### src/rtl/hook_pkg.sv
// hook_pkg
// Shared types and constants for the hook motion controller.
//   hook_state_t : FSM state encoding, also driven out as hookState.
//   SCREEN_W/H   : visible screen limits in pixels.
//   WEIGHT_W     : width of the item weight bus.
//   POS_W/ARITH_W: output position width and the wider signed width
//                  used for the add/subtract-then-clamp arithmetic.
package hook_pkg;

   typedef enum logic [1:0] {
      SWING = 2'd0,
      DOWN  = 2'd1,
      UP    = 2'd2
   } hook_state_t;

   localparam int SCREEN_W = 640;
   localparam int SCREEN_H = 480;
   localparam int WEIGHT_W = 4;
   localparam int POS_W    = 11;
   localparam int ARITH_W  = 12;

   // Sign-extend an 11-bit position into the 12-bit arithmetic width.
   function automatic logic signed [ARITH_W-1:0] pos_ext(input logic signed [POS_W-1:0] v);
      return {v[POS_W-1], v};
   endfunction

endpackage

### src/rtl/hook_event_latch.sv
// hook_event_latch
// Sticky event flag with data capture.
//   clk    : system clock
//   rst_i  : synchronous active-high reset, clears flag and data
//   set_i  : raise the flag; data_i is captured only on the first set
//   clr_i  : consume the flag (wins over a simultaneous set)
//   data_i : payload sampled with the first set
//   flag_o : registered sticky flag
//   data_o : payload captured when the flag was first raised
module hook_event_latch #(
   parameter int W = 4
) (
   input  logic         clk,
   input  logic         rst_i,
   input  logic         set_i,
   input  logic         clr_i,
   input  logic [W-1:0] data_i,
   output logic         flag_o,
   output logic [W-1:0] data_o
);

   logic         flag_q, flag_d;
   logic [W-1:0] data_q, data_d;

   always_comb begin
      flag_d = flag_q;
      data_d = data_q;
      if (clr_i) begin
         flag_d = 1'b0;
      end else if (set_i) begin
         flag_d = 1'b1;
         // Keep the first event's payload if more arrive before consumption.
         if (!flag_q) data_d = data_i;
      end
   end

   always_ff @(posedge clk) begin
      if (rst_i) begin
         flag_q <= 1'b0;
         data_q <= '0;
      end else begin
         flag_q <= flag_d;
         data_q <= data_d;
      end
   end

   assign flag_o = flag_q;
   assign data_o = data_q;

endmodule

### src/rtl/hook_motion_controller.sv
// hook_motion_controller
// Moves the Gold Miner hook: swings in X while idle, drops on fire,
// retracts at a speed reduced by the grabbed item's weight.
//   clk          : system clock
//   resetN       : synchronous reset, active-high (despite the name)
//   startOfFrame : one-cycle strobe per video frame; all motion happens here
//   fire         : drop request, latched only while swinging
//   collision    : item touch, latched only while dropping
//   itemWeight   : weight of the touched item, sampled with collision
//   topLeftX/Y   : registered hook position for the drawing object
//   hookState    : registered FSM state (SWING=0, DOWN=1, UP=2)
//   grabbed      : an item is attached during UP
//   retractDone  : one-cycle pulse as the hook reaches TOP_Y
// There is no valid/ready handshake: startOfFrame is a pure strobe, the
// block never stalls, and each strobe yields exactly one decision.
module hook_motion_controller
   import hook_pkg::*;
#(
   parameter int HOME_X      = 300,
   parameter int TOP_Y       = 40,
   parameter int MIN_X       = 40,
   parameter int MAX_X       = 560,
   parameter int MAX_Y       = 440,
   parameter int SWING_SPEED = 2,
   parameter int DOWN_SPEED  = 4,
   parameter int UP_SPEED    = 4
) (
   input  logic                    clk,
   input  logic                    resetN,
   input  logic                    startOfFrame,
   input  logic                    fire,
   input  logic                    collision,
   input  logic [WEIGHT_W-1:0]     itemWeight,
   output logic signed [POS_W-1:0] topLeftX,
   output logic signed [POS_W-1:0] topLeftY,
   output logic [1:0]              hookState,
   output logic                    grabbed,
   output logic                    retractDone
);

   localparam logic signed [ARITH_W-1:0] HOME_X_S = ARITH_W'(HOME_X);
   localparam logic signed [ARITH_W-1:0] TOP_Y_S  = ARITH_W'(TOP_Y);
   localparam logic signed [ARITH_W-1:0] MIN_X_S  = ARITH_W'(MIN_X);
   localparam logic signed [ARITH_W-1:0] MAX_X_S  = ARITH_W'(MAX_X);
   localparam logic signed [ARITH_W-1:0] MAX_Y_S  = ARITH_W'(MAX_Y);
   localparam logic signed [ARITH_W-1:0] SWING_S  = ARITH_W'(SWING_SPEED);
   localparam logic signed [ARITH_W-1:0] DOWN_S   = ARITH_W'(DOWN_SPEED);
   localparam logic signed [ARITH_W-1:0] UP_S     = ARITH_W'(UP_SPEED);

   hook_state_t                state_q, state_d;
   logic signed [POS_W-1:0]    x_q, x_d, y_q, y_d;
   logic                       dir_q, dir_d;          // 1 = moving right
   logic                       grabbed_q, grabbed_d;
   logic                       done_q, done_d;
   logic signed [ARITH_W-1:0]  up_speed_q, up_speed_d;

   logic                       fire_flag, fire_clr, fire_data_unused;
   logic                       col_flag, col_clr;
   logic [WEIGHT_W-1:0]        col_weight;

   logic signed [ARITH_W-1:0]  x_sum, y_down, y_up, weight_s;

   hook_event_latch #(.W(1)) u_fire_latch (
      .clk    (clk),
      .rst_i  (resetN),
      .set_i  (fire && (state_q == SWING)),
      .clr_i  (fire_clr),
      .data_i (1'b1),
      .flag_o (fire_flag),
      .data_o (fire_data_unused)
   );

   hook_event_latch #(.W(WEIGHT_W)) u_col_latch (
      .clk    (clk),
      .rst_i  (resetN),
      .set_i  (collision && (state_q == DOWN)),
      .clr_i  (col_clr),
      .data_i (itemWeight),
      .flag_o (col_flag),
      .data_o (col_weight)
   );

   // Candidate positions in 12-bit signed so clamping happens before
   // truncation back to 11 bits.
   assign x_sum    = dir_q ? (pos_ext(x_q) + SWING_S) : (pos_ext(x_q) - SWING_S);
   assign y_down   = pos_ext(y_q) + DOWN_S;
   assign y_up     = pos_ext(y_q) - up_speed_q;
   assign weight_s = ARITH_W'(col_weight);

   always_comb begin
      state_d    = state_q;
      x_d        = x_q;
      y_d        = y_q;
      dir_d      = dir_q;
      // grabbed survives the retractDone cycle and drops right after it.
      grabbed_d  = done_q ? 1'b0 : grabbed_q;
      done_d     = 1'b0;
      up_speed_d = up_speed_q;
      fire_clr   = 1'b0;
      col_clr    = 1'b0;

      if (startOfFrame) begin
         unique case (state_q)
            SWING: begin
               if (fire_flag) begin
                  state_d  = DOWN;
                  fire_clr = 1'b1;
               end else if (x_sum >= MAX_X_S) begin
                  x_d   = MAX_X_S[POS_W-1:0];
                  dir_d = 1'b0;
               end else if (x_sum <= MIN_X_S) begin
                  x_d   = MIN_X_S[POS_W-1:0];
                  dir_d = 1'b1;
               end else begin
                  x_d = x_sum[POS_W-1:0];
               end
            end
            DOWN: begin
               if (col_flag) begin
                  state_d    = UP;
                  grabbed_d  = 1'b1;
                  col_clr    = 1'b1;
                  up_speed_d = (weight_s >= UP_S - 12'sd1) ? 12'sd1 : (UP_S - weight_s);
               end else if (y_down >= MAX_Y_S) begin
                  y_d        = MAX_Y_S[POS_W-1:0];
                  state_d    = UP;
                  grabbed_d  = 1'b0;
                  up_speed_d = UP_S;
                  // Drop a collision arriving on this very strobe: the hook
                  // is already leaving DOWN empty-handed.
                  col_clr    = 1'b1;
               end else begin
                  y_d = y_down[POS_W-1:0];
               end
            end
            UP: begin
               if (y_up <= TOP_Y_S) begin
                  y_d     = TOP_Y_S[POS_W-1:0];
                  state_d = SWING;
                  done_d  = 1'b1;
               end else begin
                  y_d = y_up[POS_W-1:0];
               end
            end
            default: state_d = SWING;
         endcase
      end
   end

   always_ff @(posedge clk) begin
      if (resetN) begin
         state_q    <= SWING;
         x_q        <= HOME_X_S[POS_W-1:0];
         y_q        <= TOP_Y_S[POS_W-1:0];
         dir_q      <= 1'b1;
         grabbed_q  <= 1'b0;
         done_q     <= 1'b0;
         up_speed_q <= UP_S;
      end else begin
         state_q    <= state_d;
         x_q        <= x_d;
         y_q        <= y_d;
         dir_q      <= dir_d;
         grabbed_q  <= grabbed_d;
         done_q     <= done_d;
         up_speed_q <= up_speed_d;
      end
   end

   assign topLeftX    = x_q;
   assign topLeftY    = y_q;
   assign hookState   = state_q;
   assign grabbed     = grabbed_q;
   assign retractDone = done_q;

endmodule

### config.mk
export PLATFORM = sky130hd
export DESIGN_NAME = hook_motion_controller
export DESIGN_NICKNAME = d
export VERILOG_FILES = /design/src/rtl/hook_pkg.sv /design/src/rtl/hook_event_latch.sv /design/src/rtl/hook_motion_controller.sv
export SDC_FILE = /design/constraint.sdc
export NUM_CORES = 1
export LEC_CHECK = 0
export CAP_MARGIN = 20
export CORE_UTILIZATION = 45
export DETAILED_ROUTE_END_ITERATION = 10
export PLACE_DENSITY = 0.72
export SLEW_MARGIN = 10
export SYNTH_ARGS = -nofsm -noshare
export SYNTH_HDL_FRONTEND = slang
export SYNTH_SLANG_ARGS = --single-unit
### constraint.sdc
create_clock -name clk -period 5.4 [get_ports clk]
set_input_delay 1.62 -clock clk [delete_from_list [all_inputs] [get_ports clk]]
set_output_delay 1.62 -clock clk [all_outputs]
set_load 0.005 [all_outputs]
======== Word-level counts from Yosys, hierarchy flattened ========
Index checks and enable logic that the tools add are counted.
operators by class
  reduce and logical (&&, ||, !) cells .... 15
  order comparisons ....................... 5
  $add $sub $neg .......................... 5
  equality and inequality tests ........... 6
  mux-type cells .......................... 30
  bitwise gates (word level) .............. 5
operator list
  kind                                                              number
  2-to-1 mux 11 bit                                                 5
  2-to-1 mux 12 bit                                                 4
  less-or-equal comparator 12 x 7 -> 1 bit (second input constant)  2
  case mux 11 bit (2 select lines)                                  1
  2-to-1 mux 1 bit                                                  15
  adder 11 x 3 -> 12 bit (second input constant)                    1
  adder 11 x 4 -> 12 bit (second input constant)                    1
  >= comparator 12 x 10 -> 1 bit (second input constant)            1
  >= comparator 12 x 11 -> 1 bit (second input constant)            1
  AND reduction 3 bit                                               4
  subtractor 11 x 12 -> 12 bit                                      1
  subtractor 11 x 3 -> 12 bit (second input constant)               1
  2-to-1 mux 2 bit                                                  4
  AND reduction 4 bit                                               2
  case mux 2 bit (3 select lines)                                   1
  nonzero test 2 bit                                                3
  NOT 1 bit                                                         5
  subtractor 3 x 4 -> 5 bit (first input constant)                  1
  >= comparator 4 x 2 -> 1 bit (second input constant)              1
  inequality test 2 bit (second input constant)                     2
  OR reduction 2 bit                                                2
  inequality test 3 x 1 -> 1 bit (second input constant)            1
  OR reduction 3 bit                                                1
  == test 2 x 1 -> 1 bit (second input constant)                    1
  4 further kinds                                                   5
storage, ports and cells
  logic and storage cells ................. 76
  input bits .............................. 9
  output and inout port bits .............. 26
  register bits ........................... 45

======== Depth between registers and ports, before layout ========
  depth after elaboration ................. 8
  mapped depth ............................ 11
  mapped depth without buffers ............ 11

======== Hierarchy ========
From an unflattened synthesis, not the netlist that was laid out.
second synthesis, totals
  cells, all modules ...................... 389
  area total of the unflattened synthesis .. 3188.1 um2
by module, submodules not included
  module                           area each (um2)  cells each  times used  sequential area each (um2)
  hook_motion_controller           2886.5           361         1           620.6
  hook_event_latch (u_col_latch)   217.7            20          1           100.1
  hook_event_latch (u_fire_latch)  83.8             8           1           40.0

======== Worst setup path after synthesis ========
No wires, ideal clock.
  path type ............................... input -> register
  from .................................... input startOfFrame
  to ...................................... register x_q[1], in the netlist topLeftX[1]
  stages .................................. 6
  setup slack ............................. 2.429 ns
  data required time ...................... 5.330 ns
  data arrival time ....................... 2.901 ns
  setup time .............................. 0.070 ns
  path through ............................ clkbuf_1 -> nand2_1 -> nor2_1 -> nand2b_1 -> or4_1 -> a21oi_1
on the way
  longest elaborated chain between the ends .. 1
ends and longest elaborated chain
  item                                  line                           RTL
  start: declaration                    hook_motion_controller.sv:30   input logic startOfFrame,
  AND reduction 3 bit (no source line)  --
  end signal: assignment                hook_motion_controller.sv:153  x_q <= HOME_X_S[POS_W-1:0];
  end: declaration                      hook_motion_controller.sv:51   logic signed [POS_W-1:0] x_q, x_d, y_q, y_d;
Every way passes these cells.
A chain may end at the register's enable or synchronous reset.

======== Worst setup path in the final report ========
Ends and elaborated chain as after synthesis.

==> metrics.txt <==
# TYPE chip_impl_metric gauge
chip_impl_info{name="status",value="finished, violations left"} 1
chip_impl_info{name="violated_checks",value="design-rule violations"} 1
chip_impl_info{name="kind_of_path_behind_the_tightest_hold_check",value="flop to flop"} 1
chip_impl_metric{name="synth.distinct_cells",unit=""} 69
chip_impl_metric{name="cts_inserted_buffers",unit=""} 5
chip_impl_info{name="ys_top_cells_by_count",value="sky130_fd_sc_hd__dfxtp_1, sky130_fd_sc_hd__nor2_1, sky130_fd_sc_hd__nand2_1, sky130_fd_sc_hd__ha_1, sky130_fd_sc_hd__inv_1"} 1
chip_impl_metric{name="internal_dissipation",unit="mW"} 0.510
chip_impl_info{name="yosys-top-cells-area",value="sky130_fd_sc_hd__dfxtp_1, sky130_fd_sc_hd__ha_1, sky130_fd_sc_hd__nor2_1"} 1
chip_impl_metric{name="synth_compound_gate_area_share",unit="%"} 27.8
chip_impl_metric{name="yosys_register_bits",unit=""} 37
chip_impl_metric{name="p_clk_share",unit="%"} 25.3
chip_impl_metric{name="core_area",unit="um2"} 6420
chip_impl_metric{name="total_switching_power",unit="mW"} 0.265
chip_impl_metric{name="worstPathMaxFanout",unit=""} 10
chip_impl_info{name="synth_flop_cell",value="sky130_fd_sc_hd__dfxtp_1"} 1
chip_impl_metric{name="max_slew_margin",unit="%"} 53.7
chip_impl_metric{name="cts_num_sinks",unit=""} 37
chip_impl_metric{name="postSynth.asyncResetShare",unit="%"} 0
chip_impl_metric{name="fp.dieW",unit="um"} 84.0
chip_impl_metric{name="fp-row-count",unit=""} 29
chip_impl_metric{name="power_per_cell_area",unit="nW/um2"} 221
chip_impl_metric{name="drtAntennaViolNets",unit=""} 0
chip_impl_metric{name="sw_frac_of_total",unit="%"} 34.2
chip_impl_metric{name="cts_htree_levels",unit=""} 2
chip_impl_metric{name="dpl_worst_slack",unit="ns"} 1.88
chip_impl_info{name="capturing_element_type_of_the_critical_path",value="flop"} 1
chip_impl_metric{name="syn_nets",unit=""} 417
chip_impl_metric{name="yosys_warnings",unit=""} 0
chip_impl_metric{name="timing.final.crit_share",unit="%"} 59.4
chip_impl_metric{name="cts_max_path_buffers",unit=""} 2
chip_impl_info{name="rsz0062_at_grt",value="false"} 1
chip_impl_metric{name="grt_start_max_net_pins",unit=""} 24
chip_impl_metric{name="num_antenna_cells",unit=""} 0
chip_impl_metric{name="gr-usage-all-layers",unit="%"} 21.3
chip_impl_metric{name="viasPerCell",unit=""} 6.04
chip_impl_metric{name="crit_arrival",unit="ns"} 3.42
chip_impl_info{name="combinational_family_with_the_most_area_after_synthesis",value="compound AO/OA/AOI/OAI gates"} 1
chip_impl_metric{name="antenna_found_initial",unit=""} 0
chip_impl_metric{name="final_layout_size_suffix_gt1_share",unit="%"} 6.13
chip_impl_metric{name="multi_input_area",unit="um2"} 2140
chip_impl_metric{name="drc_violations",unit=""} 2
chip_impl_metric{name="start_util",unit="%"} 47.1
chip_impl_metric{name="mappedNetlistArea",unit="um2"} 3030
chip_impl_metric{name="cts_hold_buf",unit=""} 0
chip_impl_metric{name="die_height",unit="um"} 84.0
chip_impl_metric{name="power_frac_comb",unit="%"} 34.4
chip_impl_metric{name="hold_violations",unit=""} 0
chip_impl_metric{name="setup_violations",unit=""} 0
chip_impl_metric{name="drt-initial-drc-count",unit=""} 155
chip_impl_metric{name="area.growth.synth_to_final",unit="%"} 15.7
chip_impl_metric{name="global_route_wire_length_before_repair",unit="um"} 12300
chip_impl_metric{name="fmax",unit="GHz"} 0.312
chip_impl_metric{name="drt_wl_total",unit="um"} 7230
chip_impl_metric{name="clk_latency",unit="ns"} 0.29
chip_impl_metric{name="dp_hpwl",unit="um"} 5550
chip_impl_metric{name="yosys.area_share.xor_xnor",unit="%"} 4.88
chip_impl_metric{name="avgRoutedWirePerCell",unit="um"} 14.9
chip_impl_metric{name="static-leakage-power",unit="nW"} 1.33
chip_impl_metric{name="path_clk_slew",unit="ns"} 0.07
chip_impl_metric{name="cts_repair_resize_count",unit=""} 0
chip_impl_metric{name="worst_ep_required_time",unit="ns"} 5.61
chip_impl_metric{name="number_of_instances_in_the_synthesized_netlist",unit=""} 378
chip_impl_metric{name="post_synth_fa_ha_maj_area_fraction",unit="%"} 12.9
chip_impl_info{name="crit_type",value="input port to flop"} 1
chip_impl_metric{name="grt.overflow.total",unit=""} 0
chip_impl_metric{name="seqPwrFrac",unit="%"} 40.3
chip_impl_metric{name="drv_cap",unit=""} 0
chip_impl_metric{name="p_total",unit="mW"} 0.775
chip_impl_metric{name="timing.setup.tns",unit="ns"} 0
chip_impl_info{name="worstSetupStartpointType",value="input port"} 1
chip_impl_metric{name="postLayoutSetupSlackWorst",unit="ns"} 2.19
chip_impl_info{name="synth_top_cell_by_area",value="sky130_fd_sc_hd__dfxtp_1"} 1
chip_impl_metric{name="total_number_of_vias",unit=""} 2930
chip_impl_metric{name="synth_mux_area_share",unit="%"} 2.31
chip_impl_metric{name="first_global_vias",unit=""} 2692
chip_impl_metric{name="synth_largest_type_area_fraction",unit="%"} 24.5
chip_impl_metric{name="final.min_clock_period",unit="ns"} 3.21
chip_impl_metric{name="synth_seq_area_share",unit="%"} 24.5
chip_impl_metric{name="timing.final.max_slew_violations",unit=""} 0
chip_impl_metric{name="clock_skew",unit="ns"} 0.00468
chip_impl_info{name="cts_tree",value="yes"} 1
chip_impl_metric{name="worst_ir_drop_vdd",unit="V"} 0.000160
chip_impl_metric{name="post_synth_edffs",unit=""} 0
chip_impl_info{name="cts_root_buf",value="sky130_fd_sc_hd__clkbuf_8"} 1
chip_impl_metric{name="finalNetCount",unit=""} 447
chip_impl_metric{name="hold-worst-slack",unit="ns"} 0.467
chip_impl_metric{name="worstMarginPinSlew",unit="ns"} 0.693
chip_impl_metric{name="detail_route.first_pass.iterations",unit=""} 8
chip_impl_metric{name="die_area",unit="um2"} 7060
chip_impl_metric{name="synth-simple-area-share",unit="%"} 22.7
chip_impl_metric{name="port_buffers",unit=""} 33
chip_impl_metric{name="postCtsSetupRepairBufs",unit=""} 0
chip_impl_metric{name="fill_cells",unit=""} 628
chip_impl_metric{name="io-pin-count",unit=""} 35
chip_impl_metric{name="register_area",unit="um2"} 741
chip_impl_metric{name="post_synth.cell_area_avg",unit="um2"} 8.01
chip_impl_metric{name="finalWeightedCongestion",unit=""} 0.863
## metal layers
| layer | vias up | global-route usage [%] | part of all wire (%) | wire (um) |
|---|---|---|---|---|
| met4 | 0 | 5.80 | 1.3 | 96 |
| met1 | 1385 | 28.3 | 47 | 3410 |
| li1 | 1452 | - | - | - |
| met5 | - | 0 | 0 | 0 |
| met3 | 13 | 3.66 | 4.7 | 343 |
| met2 | 80 | 35.2 | 47 | 3380 |
## power by group through the flow
stage | combinational (mW) | sequential (mW) | clock [mW]
finish | 0.266 | 0.312 | 0.196
global route | 0.296 | 0.316 | 0.210
CTS | 0.265 | 0.312 | 0.202
detailed placement | 0.262 | 0.319 | 0
global placement | 0.259 | 0.318 | 0
floorplan | 0.189 | 0.314 | 0
## worst max-delay path, stage by stage
cell and delay, ns:
sky130_fd_sc_hd__clkdlybuf4s50_1 0.64, sky130_fd_sc_hd__nand2_1 0.13, sky130_fd_sc_hd__nor2_1 0.30, sky130_fd_sc_hd__nand2b_1 0.14
sky130_fd_sc_hd__or4_1 0.47, sky130_fd_sc_hd__a21oi_1 0.12
## metrics by stage
step / cells / instance area (um2) / util, %
after detailed placement: 478 / 3420 / 53.2
final: 485 / 3500 / 54.5
after floorplan: 378 / 3030 / -
after CTS: 485 / 3500 / 54.5
after global placement: 478 / 3420 / 53.2
after global routing: 485 / 3500 / 54.5
## path summary, 6_finish.rpt
| check | start | cells past startpoint | to | slack (ns) |
|---|---|---|---|---|
| min reg2reg | up_speed_q[3] | 2 | up_speed_q[3] | 0.47 |
| max | startOfFrame | 6 | topLeftX[1] | 2.19 |
| max reg2reg | up_speed_q[10] | 10 | topLeftY[5] | 2.23 |
| min | up_speed_q[3] | 2 | up_speed_q[3] | 0.47 |
## final cells by class
| type | instances | area share, % |
|---|---|---|
| sequential | 37 | 21.1 |
| timing repair buffer | 35 | 9.86 |
| clock buffer | 7 | 2.46 |
| multi-input combinational | 304 | 61.1 |
| inverter | 25 | 2.68 |
| tap | 77 | 2.75 |
## state kept, by name, indices dropped and copies added (netlist names)
signal and cells:
topLeftX 10, hookState 2, grabbed 1, u_col_latch.flag_o 1, u_col_latch.data_o 4, topLeftY 11
u_fire_latch.flag_o 1, up_speed_q 5, retractDone 1, dir_q 1
## cell usage in the layout, fill, tap and decap left out, drive strengths merged, types with 3 or more instances in the layout
master / synthesis / routed
dfxtp: 37 / 37
nor2: 38 / 38
or2: 4 / 4
o31ai: 4 / 4
a221oi: 4 / 4
xnor2: 9 / 9
nor3: 12 / 12
o22ai: 4 / 4
nor4: 6 / 6
o211ai: 4 / 4
nand4: 4 / 4
a21o: 4 / 4
mux2i: 7 / 7
a31oi: 4 / 4
o21a: 5 / 5
nand3: 12 / 12
ha: 28 / 28
a21oi: 25 / 25
a211oi: 10 / 10
and3: 3 / 3
clkdlybuf4s50: 0 / 33
or4: 4 / 4
o21ai: 20 / 20
inv: 25 / 25
nand3b: 3 / 3
xor2: 7 / 7
a2111oi: 4 / 4
nand2b: 9 / 9
nor3b: 5 / 5
clkbuf: 8 / 7
nand2: 29 / 29
nor2b: 4 / 4
## kinds of logic after synthesis
family,after synthesis
AND/OR/NAND/NOR,137
AO/OA/AOI/OAI,113
flip-flops,37
buffers and inverters,37
adder cells (fa/ha/maj),30
XOR/XNOR,16
multiplexers,7
other,1
Power figures use the tool's default switching activity.
